[config.mk]
export PLATFORM = sky130hd
export DESIGN_NAME = rf_operand_fetch_flat
export DESIGN_NICKNAME = d
export VERILOG_FILES = /design/src/rtl/rf_operand_fetch_if.sv /design/src/rtl/rf_operand_fetch.sv /design/src/flat_wrapper.sv
export SDC_FILE = /design/constraint.sdc
export NUM_CORES = 1
export LEC_CHECK = 0
export ABC_AREA = 1
export ABC_CLOCK_PERIOD_IN_PS = 2640
export BUFFER_PORTS_ARGS = -buffer_cell sky130_fd_sc_hd__buf_2
export CAP_MARGIN = 25
export CORE_UTILIZATION = 54
export DETAILED_ROUTE_END_ITERATION = 10
export GPL_TIMING_DRIVEN = 0
export PLACE_DENSITY = 0.86
export SLEW_MARGIN = 15
export SYNTH_ARGS = -nofsm -noshare
export SYNTH_HDL_FRONTEND = slang
export SYNTH_SLANG_ARGS = --single-unit
[constraint.sdc]
create_clock -name clk -period 2.64 [get_ports clk]
set_input_delay 0.528 -clock clk [delete_from_list [all_inputs] [get_ports clk]]
set_output_delay 0.528 -clock clk [all_outputs]
set_load 0.05 [all_outputs]
[src/rtl/rf_operand_fetch_if.sv]
// ----------------------------------------------------------------------------
// rf_operand_fetch_if
//
// Purpose: bundles every bus-level signal of the operand-fetch block. This
// covers the decode-side request handshake, the writeback port, the 16x32
// register-file port pair (one write port, two synchronous read ports) and
// the execute-side operand handshake.
//
// Modports:
//   slave  - the operand-fetch block itself (rf_operand_fetch).
//   master - its environment: decode, writeback source, RF and execute.
//
// Signal summary (direction as seen by the slave):
//   req_valid/req_ready/req_rs0/req_rs1/req_tag  request in, valid/ready
//   wb_en/wb_index/wb_data                       writeback in
//   rf_wr_en/rf_wr_index/rf_wr_data              RF write port out
//   rf_rd0_index/rf_rd1_index                    RF read indices out
//   rf_rd0_data/rf_rd1_data                      RF read data in (registered)
//   out_valid/out_ready/out_op0/out_op1/out_tag  operands out, valid/ready
// ----------------------------------------------------------------------------
interface rf_operand_fetch_if #(
  parameter int TAG_W = 4
);
  logic             req_valid;
  logic             req_ready;
  logic [3:0]       req_rs0;
  logic [3:0]       req_rs1;
  logic [TAG_W-1:0] req_tag;

  logic             wb_en;
  logic [3:0]       wb_index;
  logic [31:0]      wb_data;

  logic             rf_wr_en;
  logic [3:0]       rf_wr_index;
  logic [31:0]      rf_wr_data;
  logic [3:0]       rf_rd0_index;
  logic [3:0]       rf_rd1_index;
  logic [31:0]      rf_rd0_data;
  logic [31:0]      rf_rd1_data;

  logic             out_valid;
  logic             out_ready;
  logic [31:0]      out_op0;
  logic [31:0]      out_op1;
  logic [TAG_W-1:0] out_tag;

  modport slave (
    input  req_valid, req_rs0, req_rs1, req_tag,
    output req_ready,
    input  wb_en, wb_index, wb_data,
    output rf_wr_en, rf_wr_index, rf_wr_data,
    output rf_rd0_index, rf_rd1_index,
    input  rf_rd0_data, rf_rd1_data,
    output out_valid, out_op0, out_op1, out_tag,
    input  out_ready
  );

  modport master (
    output req_valid, req_rs0, req_rs1, req_tag,
    input  req_ready,
    output wb_en, wb_index, wb_data,
    input  rf_wr_en, rf_wr_index, rf_wr_data,
    input  rf_rd0_index, rf_rd1_index,
    output rf_rd0_data, rf_rd1_data,
    input  out_valid, out_op0, out_op1, out_tag,
    output out_ready
  );
endinterface

[src/rtl/rf_operand_fetch.sv]
// ----------------------------------------------------------------------------
// rf_operand_fetch
//
// Purpose: the client side of a 16x32 register file that has two synchronous
// read ports and one write port. The block sits between decode and execute.
// It accepts operand-fetch requests (two source indices plus a tag), drives
// the RF read indices, and hides the RF's one-cycle read latency and its
// read-before-write behaviour by forwarding matching writebacks. Both
// operands are presented on a valid/ready output.
//
// Pipeline:
//   B - RF read in flight (bValid, bRs0/1, bTag)
//   O - output register   (out_valid, out_op0/1, out_tag)
//   Latency is two edges from acceptance to out_valid.
//   Throughput is one request per cycle while out_ready is held high.
//
// Ports:
//   clk      in   single clock, all state updates on posedge
//   reset_n  in   asynchronous active-low reset
//   bus      slave modport of rf_operand_fetch_if (request, writeback,
//                 RF ports and operand output)
//
// Configuration macro:
//   OPFETCH_HOLD_REFRESH_EN - when defined, a writeback that hits a held
//   operand's source index while the output is stalled overwrites that
//   operand. When undefined, held operands stay frozen at their capture value.
// ----------------------------------------------------------------------------
module rf_operand_fetch #(
  parameter int TAG_W = 4
) (
  input logic              clk,
  input logic              reset_n,
  rf_operand_fetch_if.slave bus
);

  // B stage
  logic             bValid;
  logic [3:0]       bRs0;
  logic [3:0]       bRs1;
  logic [TAG_W-1:0] bTag;

  // O stage
  logic             outValid;
  logic [31:0]      outOp0;
  logic [31:0]      outOp1;
  logic [TAG_W-1:0] outTag;

  // Bypass register: remembers a write that landed on the same edge as an
  // RF read, because the RF returns the pre-write value for that read.
  logic             bypHit0;
  logic             bypHit1;
  logic [31:0]      bypData;

  logic             bAdv;
  logic             reqReady;
  logic             reqFire;
  logic             oCapture;
  logic [3:0]       rdIdx0;
  logic [3:0]       rdIdx1;
  logic [31:0]      bOp0;
  logic [31:0]      bOp1;
  logic [31:0]      capOp0;
  logic [31:0]      capOp1;

  // --------------------------------------------------------------------------
  // Handshake and read-index steering
  // --------------------------------------------------------------------------
  assign bAdv     = !outValid || bus.out_ready;
  assign reqReady = !bValid || bAdv;
  assign reqFire  = bus.req_valid && reqReady;
  assign oCapture = bValid && bAdv;

  // A stalled B re-reads its own indices every edge. This keeps RF data
  // valid for B in the cycle after any edge, no matter how long it waits.
  assign rdIdx0 = reqFire ? bus.req_rs0 : bRs0;
  assign rdIdx1 = reqFire ? bus.req_rs1 : bRs1;

  assign bus.rf_rd0_index = rdIdx0;
  assign bus.rf_rd1_index = rdIdx1;
  assign bus.req_ready    = reqReady;

  // Writes go straight to the RF and are never stalled.
  assign bus.rf_wr_en    = bus.wb_en;
  assign bus.rf_wr_index = bus.wb_index;
  assign bus.rf_wr_data  = bus.wb_data;

  // --------------------------------------------------------------------------
  // Operand selection. Priority follows write age: a write on the capture
  // edge, then the bypass register, then RF data.
  // --------------------------------------------------------------------------
  assign bOp0 = bypHit0 ? bypData : bus.rf_rd0_data;
  assign bOp1 = bypHit1 ? bypData : bus.rf_rd1_data;

  assign capOp0 = (bus.wb_en && (bus.wb_index == bRs0)) ? bus.wb_data : bOp0;
  assign capOp1 = (bus.wb_en && (bus.wb_index == bRs1)) ? bus.wb_data : bOp1;

  // --------------------------------------------------------------------------
  // B stage register
  // --------------------------------------------------------------------------
  always_ff @(posedge clk or negedge reset_n) begin
    if (!reset_n) begin
      bValid <= 1'b0;
      bRs0   <= 4'd0;
      bRs1   <= 4'd0;
      bTag   <= '0;
    end else if (reqFire) begin
      bValid <= 1'b1;
      bRs0   <= bus.req_rs0;
      bRs1   <= bus.req_rs1;
      bTag   <= bus.req_tag;
    end else if (reqReady) begin
      // B either was empty or has just moved into O.
      bValid <= 1'b0;
    end
  end

  // --------------------------------------------------------------------------
  // Bypass register, updated every edge against the index actually driven
  // --------------------------------------------------------------------------
  always_ff @(posedge clk or negedge reset_n) begin
    if (!reset_n) begin
      bypHit0 <= 1'b0;
      bypHit1 <= 1'b0;
      bypData <= 32'd0;
    end else begin
      bypHit0 <= bus.wb_en && (bus.wb_index == rdIdx0);
      bypHit1 <= bus.wb_en && (bus.wb_index == rdIdx1);
      bypData <= bus.wb_data;
    end
  end

  // --------------------------------------------------------------------------
  // O stage register
  // --------------------------------------------------------------------------
`ifdef OPFETCH_HOLD_REFRESH_EN
  logic [3:0] outRs0;
  logic [3:0] outRs1;
  logic       holdWr;

  assign holdWr = outValid && !bus.out_ready && bus.wb_en;

  always_ff @(posedge clk or negedge reset_n) begin
    if (!reset_n) begin
      outValid <= 1'b0;
      outOp0   <= 32'd0;
      outOp1   <= 32'd0;
      outTag   <= '0;
      outRs0   <= 4'd0;
      outRs1   <= 4'd0;
    end else if (oCapture) begin
      outValid <= 1'b1;
      outOp0   <= capOp0;
      outOp1   <= capOp1;
      outTag   <= bTag;
      outRs0   <= bRs0;
      outRs1   <= bRs1;
    end else begin
      if (!bValid && bus.out_ready) begin
        outValid <= 1'b0;
      end
      // Keep a stalled operand current with writes to its source register.
      if (holdWr && (bus.wb_index == outRs0)) begin
        outOp0 <= bus.wb_data;
      end
      if (holdWr && (bus.wb_index == outRs1)) begin
        outOp1 <= bus.wb_data;
      end
    end
  end
`else
  always_ff @(posedge clk or negedge reset_n) begin
    if (!reset_n) begin
      outValid <= 1'b0;
      outOp0   <= 32'd0;
      outOp1   <= 32'd0;
      outTag   <= '0;
    end else if (oCapture) begin
      outValid <= 1'b1;
      outOp0   <= capOp0;
      outOp1   <= capOp1;
      outTag   <= bTag;
    end else if (!bValid && bus.out_ready) begin
      outValid <= 1'b0;
    end
  end
`endif

  assign bus.out_valid = outValid;
  assign bus.out_op0   = outOp0;
  assign bus.out_op1   = outOp1;
  assign bus.out_tag   = outTag;

endmodule

[src/flat_wrapper.sv]
// flat-port wrapper written by rule: the top's interface ports become plain ports
module rf_operand_fetch_flat 
#(
  parameter int TAG_W = 4
)
  (clk, reset_n, bus_req_valid, bus_req_rs0, bus_req_rs1, bus_req_tag, bus_req_ready, bus_wb_en, bus_wb_index, bus_wb_data, bus_rf_wr_en, bus_rf_wr_index, bus_rf_wr_data, bus_rf_rd0_index, bus_rf_rd1_index, bus_rf_rd0_data, bus_rf_rd1_data, bus_out_valid, bus_out_op0, bus_out_op1, bus_out_tag, bus_out_ready);
  rf_operand_fetch_if #(.TAG_W(TAG_W)) bus_i ();
  input logic clk;
  input logic reset_n;
  input wire logic [$bits(bus_i.req_valid)-1:0] bus_req_valid;
  input wire logic [$bits(bus_i.req_rs0)-1:0] bus_req_rs0;
  input wire logic [$bits(bus_i.req_rs1)-1:0] bus_req_rs1;
  input wire logic [$bits(bus_i.req_tag)-1:0] bus_req_tag;
  output wire logic [$bits(bus_i.req_ready)-1:0] bus_req_ready;
  input wire logic [$bits(bus_i.wb_en)-1:0] bus_wb_en;
  input wire logic [$bits(bus_i.wb_index)-1:0] bus_wb_index;
  input wire logic [$bits(bus_i.wb_data)-1:0] bus_wb_data;
  output wire logic [$bits(bus_i.rf_wr_en)-1:0] bus_rf_wr_en;
  output wire logic [$bits(bus_i.rf_wr_index)-1:0] bus_rf_wr_index;
  output wire logic [$bits(bus_i.rf_wr_data)-1:0] bus_rf_wr_data;
  output wire logic [$bits(bus_i.rf_rd0_index)-1:0] bus_rf_rd0_index;
  output wire logic [$bits(bus_i.rf_rd1_index)-1:0] bus_rf_rd1_index;
  input wire logic [$bits(bus_i.rf_rd0_data)-1:0] bus_rf_rd0_data;
  input wire logic [$bits(bus_i.rf_rd1_data)-1:0] bus_rf_rd1_data;
  output wire logic [$bits(bus_i.out_valid)-1:0] bus_out_valid;
  output wire logic [$bits(bus_i.out_op0)-1:0] bus_out_op0;
  output wire logic [$bits(bus_i.out_op1)-1:0] bus_out_op1;
  output wire logic [$bits(bus_i.out_tag)-1:0] bus_out_tag;
  input wire logic [$bits(bus_i.out_ready)-1:0] bus_out_ready;
  assign bus_i.req_valid = bus_req_valid;
  assign bus_i.req_rs0 = bus_req_rs0;
  assign bus_i.req_rs1 = bus_req_rs1;
  assign bus_i.req_tag = bus_req_tag;
  assign bus_req_ready = bus_i.req_ready;
  assign bus_i.wb_en = bus_wb_en;
  assign bus_i.wb_index = bus_wb_index;
  assign bus_i.wb_data = bus_wb_data;
  assign bus_rf_wr_en = bus_i.rf_wr_en;
  assign bus_rf_wr_index = bus_i.rf_wr_index;
  assign bus_rf_wr_data = bus_i.rf_wr_data;
  assign bus_rf_rd0_index = bus_i.rf_rd0_index;
  assign bus_rf_rd1_index = bus_i.rf_rd1_index;
  assign bus_i.rf_rd0_data = bus_rf_rd0_data;
  assign bus_i.rf_rd1_data = bus_rf_rd1_data;
  assign bus_out_valid = bus_i.out_valid;
  assign bus_out_op0 = bus_i.out_op0;
  assign bus_out_op1 = bus_i.out_op1;
  assign bus_out_tag = bus_i.out_tag;
  assign bus_i.out_ready = bus_out_ready;
  rf_operand_fetch #(.TAG_W(TAG_W)) u_core (.clk(clk), .reset_n(reset_n), .bus(bus_i));
endmodule
**Word level (Yosys, flattened, before mapping)**

Index checks and enable logic that the tools add are counted.
Widths: inputs -> output; s select.

- Register bits after elaboration: 116
- Bits of input ports: 117
- Output and inout port bits: 115

- Equality and inequality tests: 4
- Mux-type cells: 10
- Reduce and logical (&&, ||, !) cells: 13

Operators by type and width:

| operator | count |
|---|---|
| $mux 32 | 4 |
| $eq 4x4->1 | 4 |
| $mux 4 | 2 |
| $logic_and 1x1->1 | 7 |
| $mux 1 | 4 |
| $reduce_bool 2->1 | 2 |
| $logic_not 1->1 | 2 |
| $logic_or 1x1->1 | 2 |

**Depth between registers and ports, before layout**

- Word-level depth: 7
- Depth in mapped cells: 9
- Mapped depth without buffers: 9

**Least setup slack after synthesis**

Ideal clock, no wire load.

- Path kind: reg-to-output
- From: register u_core.outValid, in the netlist u_core.bus.out_valid
- To: output bus_rf_rd0_index[0]
- Data arrival time: 1.696 ns
- Required time: 2.112 ns
- Slack: 0.416 ns
- Cell stages (with the launch flop): 5
- Cells stage by stage: dfrtp_1 -> nand3_1 -> buf_2 -> nand3_1 -> nand2_1

- Word-level cells in the longest chain between the ends: 5

RTL lines:

| what | line | RTL |
|---|---|---|
| from (decl) | rf_operand_fetch.sv:43 | `logic outValid;` |
| from (signal assigned) | rf_operand_fetch.sv:173 | `outValid <= 1'b0;` |
| from (signal assigned) | rf_operand_fetch.sv:178 | `outValid <= 1'b1;` |
| from (signal assigned) | rf_operand_fetch.sv:183 | `outValid <= 1'b0;` |
| $logic_not 1->1 | rf_operand_fetch.sv:68 | `assign bAdv = !outValid \|\| bus.out_ready;` |
| $logic_or 1x1->1 | rf_operand_fetch.sv:68 |  |
| $logic_or 1x1->1 | rf_operand_fetch.sv:69 | `assign reqReady = !bValid \|\| bAdv;` |
| named net bus_req_ready | flat_wrapper.sv:14 | `output wire logic [$bits(bus_i.req_ready)-1:0] bus_req_ready;` |
| $logic_and 1x1->1 | rf_operand_fetch.sv:70 | `assign reqFire = bus.req_valid && reqReady;` |
| $mux 4 | rf_operand_fetch.sv:75 | `assign rdIdx0 = reqFire ? bus.req_rs0 : bRs0;` |
| to (decl) | flat_wrapper.sv:21 | `output wire logic [$bits(bus_i.rf_rd0_index)-1:0] bus_rf_rd0_index;` |

The timed path passes the listed nets, and every way through them passes these cells.

**Worst setup path in the final report**

- From: register u_core.outValid, in the netlist u_core.bus.out_valid
- To: output bus_rf_rd0_index[0]

- Word-level cells in the longest chain between the ends: 5

RTL lines:

| what | line |
|---|---|
| $logic_not 1->1 | rf_operand_fetch.sv:68 |
| $logic_or 1x1->1 | rf_operand_fetch.sv:68 |
| $logic_or 1x1->1 | rf_operand_fetch.sv:69 |
| $logic_and 1x1->1 | rf_operand_fetch.sv:70 |
| $mux 4 | rf_operand_fetch.sv:75 |

Every way passes these cells.

==> results.ini <==
[floorplan]
die_h_microns = 110.2
num_rows = 39
fp.coreArea_sq_um = 11420
initial_core_util_pct = 55.39
ios = 232
die_w_microns = 110.2
fp.dieArea_sq_um = 12150

[drt]
first_pass_iters = 5
drtIter0Drc = 592
routed_wirelength_microns = 18760
via_per_inst = 5.319
vias = 6686
antenna_left = 0
routedWlPerCell_microns = 14.93
route.detailed.drc = 0

[global_route]
grtUsageMet2_pct = 53.08
grt_use_met3_pct = 6.761
grt_pass1_vias = 6204
globalRouteTotalUtil_pct = 32.17
grt_antenna_before_repair = 0
grt_max_degree = 60
met1_usage_pct = 40.58
grt-ovfl-total = 0
grt_pass1_wl_microns = 29410
busiest_layer = met2

[synth]
synth.avg_cell_area_sq_um = 7.423
synthesis.area_sq_um = 6325
synthTopCellsByArea = dfrtp_1 (46%), nand2_1 (18%), nand3_1 (7.4%)
yosysSeqAreaShare_pct = 45.90
synthDistinctLibCells = 21
post-synth-top-area-cell = dfrtp_1
yosys.area_share.adder_pct = 0
synth_ff_type = dfrtp_1
synth_edf_count = 0
netlist_top_cells_count = nand2_1 (310), dfrtp_1 (116), nand3_1 (93), inv_1 (88), o21ai_0 (67)
synth_top_cell_area_share_pct = 45.90
synthXorXnorAreaFrac_pct = 0
synthesis.nets = 969
synth_compound_area_share_pct = 6.133
synth_mux_area_share_pct = 0.5341
yosys.area_share.simple_pct = 33.27
synth_most_common_cell = nand2_1
async_flop_share_pct = 100.0
ys_seq_elements = 116
netlist_instances = 852
ys_warn_count = 0
synth_top_family_by_area = simple AND/OR/NAND/NOR gates

[cells_and_area]
n_antenna_cell = 0
drive_above_1_share_pct = 30.43
final_area_sq_um = 8187
syn2layout_area_growth_pct = 29.44
finalNonFillerCells = 1257
nets = 1220

[pwr]
peakVddDrop_mv = 0.7859
power.leakage_nw = 4.606
power_density_nw_per_um2 = 878.6
finalPower_mw = 7.193

[sta]
setup_tns_ps = 0
maxSlewViolCount = 0
rsz0062_at_grt = false
clock.fmax_ghz = 0.4324
fin_hold_ws_ps = 72.11
finClkSkew_ps = 4.412
finalHoldViolCount = 0
max_slew.worst_pin.slew_ps = 601.0
relSlewSlack_pct = 59.93
finalCritPeriodShare_pct = 87.60
min_period_ps = 2313
finalSetupViolations = 0

[placed_design]
hpwl_microns = 13170
placed_area_sq_um = 7694
globalplace.congestion = 0.8818
placed_cells = 1227
io_buffers = 231

[setup_path]
path_max_fanout = 10
r2r_slack_ps = 870
start_kind = register
cp.arrival_ps = 1780
cp-end-kind = primary output
critPathKind = register to primary output
rr_endpoint = u_core.bus.out_op0[21]$_DFFE_PN0P_
timing.rr.start = u_core.bus.out_valid$_DFFE_PN0P_
cp.required_ps = 2110
r2r_cells = 6

[clocking]
clk_pin_slew_worst_paths_ps = 50
cts_tree = built
cts.htree.levels = 4
holdBufCountCts = 0
cts_sinks = 116
cts_resized = 0
insertion_delay_ps = 420
clock-root-buffer = clkbuf_16
clockBufferDepth = 2
post-cts-setup-buffers = 0
cts_buffers = 17

[flow_run]
maxCapViolCount = 0

[status]
status = complete, no violations

[hold_path]
worstHoldPathType = input pin to async pin

==> power breakdown <==
| part | switching [mW] | internal, mW | leakage [nW] | total, mW |
|---|---|---|---|---|
| clock network | 0.766 | 1.19 | 0.250 | 1.96 |
| logic | 2.22 | 0.666 | 2.96 | 2.89 |
| registers | 0.193 | 2.15 | 1.40 | 2.34 |
==> layout by cell type, fill, tap and decap left out, drive strengths merged <==
master	synthesis	routed
a21oi	3	3
buf	77	309
clkbuf	15	38
clkinv	0	7
dfrtp	116	116
inv	91	91
mux2	3	3
nand2	311	311
nand3	95	95
nand4	64	64
nor2	7	7
o21ai	70	70
==> per-layer routing <==
| layer | part of all wire [%] | routed length [microns] |
|---|---|---|
| met1 | 41 | 7750 |
| met2 | 48 | 8963 |
| met3 | 8.3 | 1563 |
| met4 | 2.6 | 486 |
| met5 | 0 | 0 |
==> logic make-up (layout without fill, tap and decap cells) <==
| group | Yosys count | in the layout |
|---|---|---|
| AO/OA/AOI/OAI | 73 | 73 |
| buffers and inverters | 183 | 445 |
| flip-flops | 116 | 116 |
| multiplexers | 3 | 3 |
| AND/OR/NAND/NOR | 477 | 477 |
==> how the worst max path moves through the flow <==
| stage | start | end | slack [ps] | cells past startpoint |
|---|---|---|---|---|
| finish | u_core.bus.out_valid$_DFFE_PN0P_ | bus_rf_rd0_index[0] | 330 | 5 |
| global route | u_core.bus.out_valid$_DFFE_PN0P_ | bus_rf_rd1_index[3] | 200 | 5 |
| CTS | u_core.bus.out_valid$_DFFE_PN0P_ | bus_rf_rd0_index[3] | 330 | 5 |
| detailed placement | bus_out_ready | bus_rf_rd0_index[1] | 480 | 7 |
| global placement | reset_n | u_core.bus.out_op0[17]$_DFFE_PN0P_ | -360 | 1 |
| floorplan | u_core.bus.out_valid$_DFFE_PN0P_ | bus_rf_rd0_index[0] | 420 | 4 |
==> layout make-up <==
| class | count | area [sq um] |
|---|---|---|
| fill | 954 | 3232 |
| sequential | 116 | 2903 |
| multi-input combinational | 553 | 2526 |
| timing repair buffer | 232 | 1190 |
| buffer | 92 | 554.3 |
| clock buffer | 23 | 457.9 |
| inverter | 91 | 341.6 |
| tap | 143 | 178.9 |
| clock inverter | 7 | 35.03 |
==> sequential cells by signal, summed over array words and instances (netlist names) <==
register and flops:
u_core.bRs1 4, u_core.bypHit0 1, u_core.bus.out_valid 1, u_core.bTag 4, u_core.bValid 1, u_core.bus.out_tag 4
u_core.bRs0 4, u_core.bus.out_op0 32, u_core.bypHit1 1, u_core.bus.out_op1 32, u_core.bypData 32
==> worst max-delay path: stages, from the launching register on <==
cell and delay (ps):
dfrtp_1 400, nand3_1 230, buf_2 250, nand3_1 110, nand2_1 110, buf_2 270
==> stage by stage <==
stage	setup slack (ps)	utilization [%]
floorplan	415.9	-
global placement	-359.5	67.08
detailed placement	482.3	67.38
CTS	331.6	71.70
global route	202.3	71.70
finish	327.3	71.70
No activity file was read; power rests on OpenSTA's default activity.
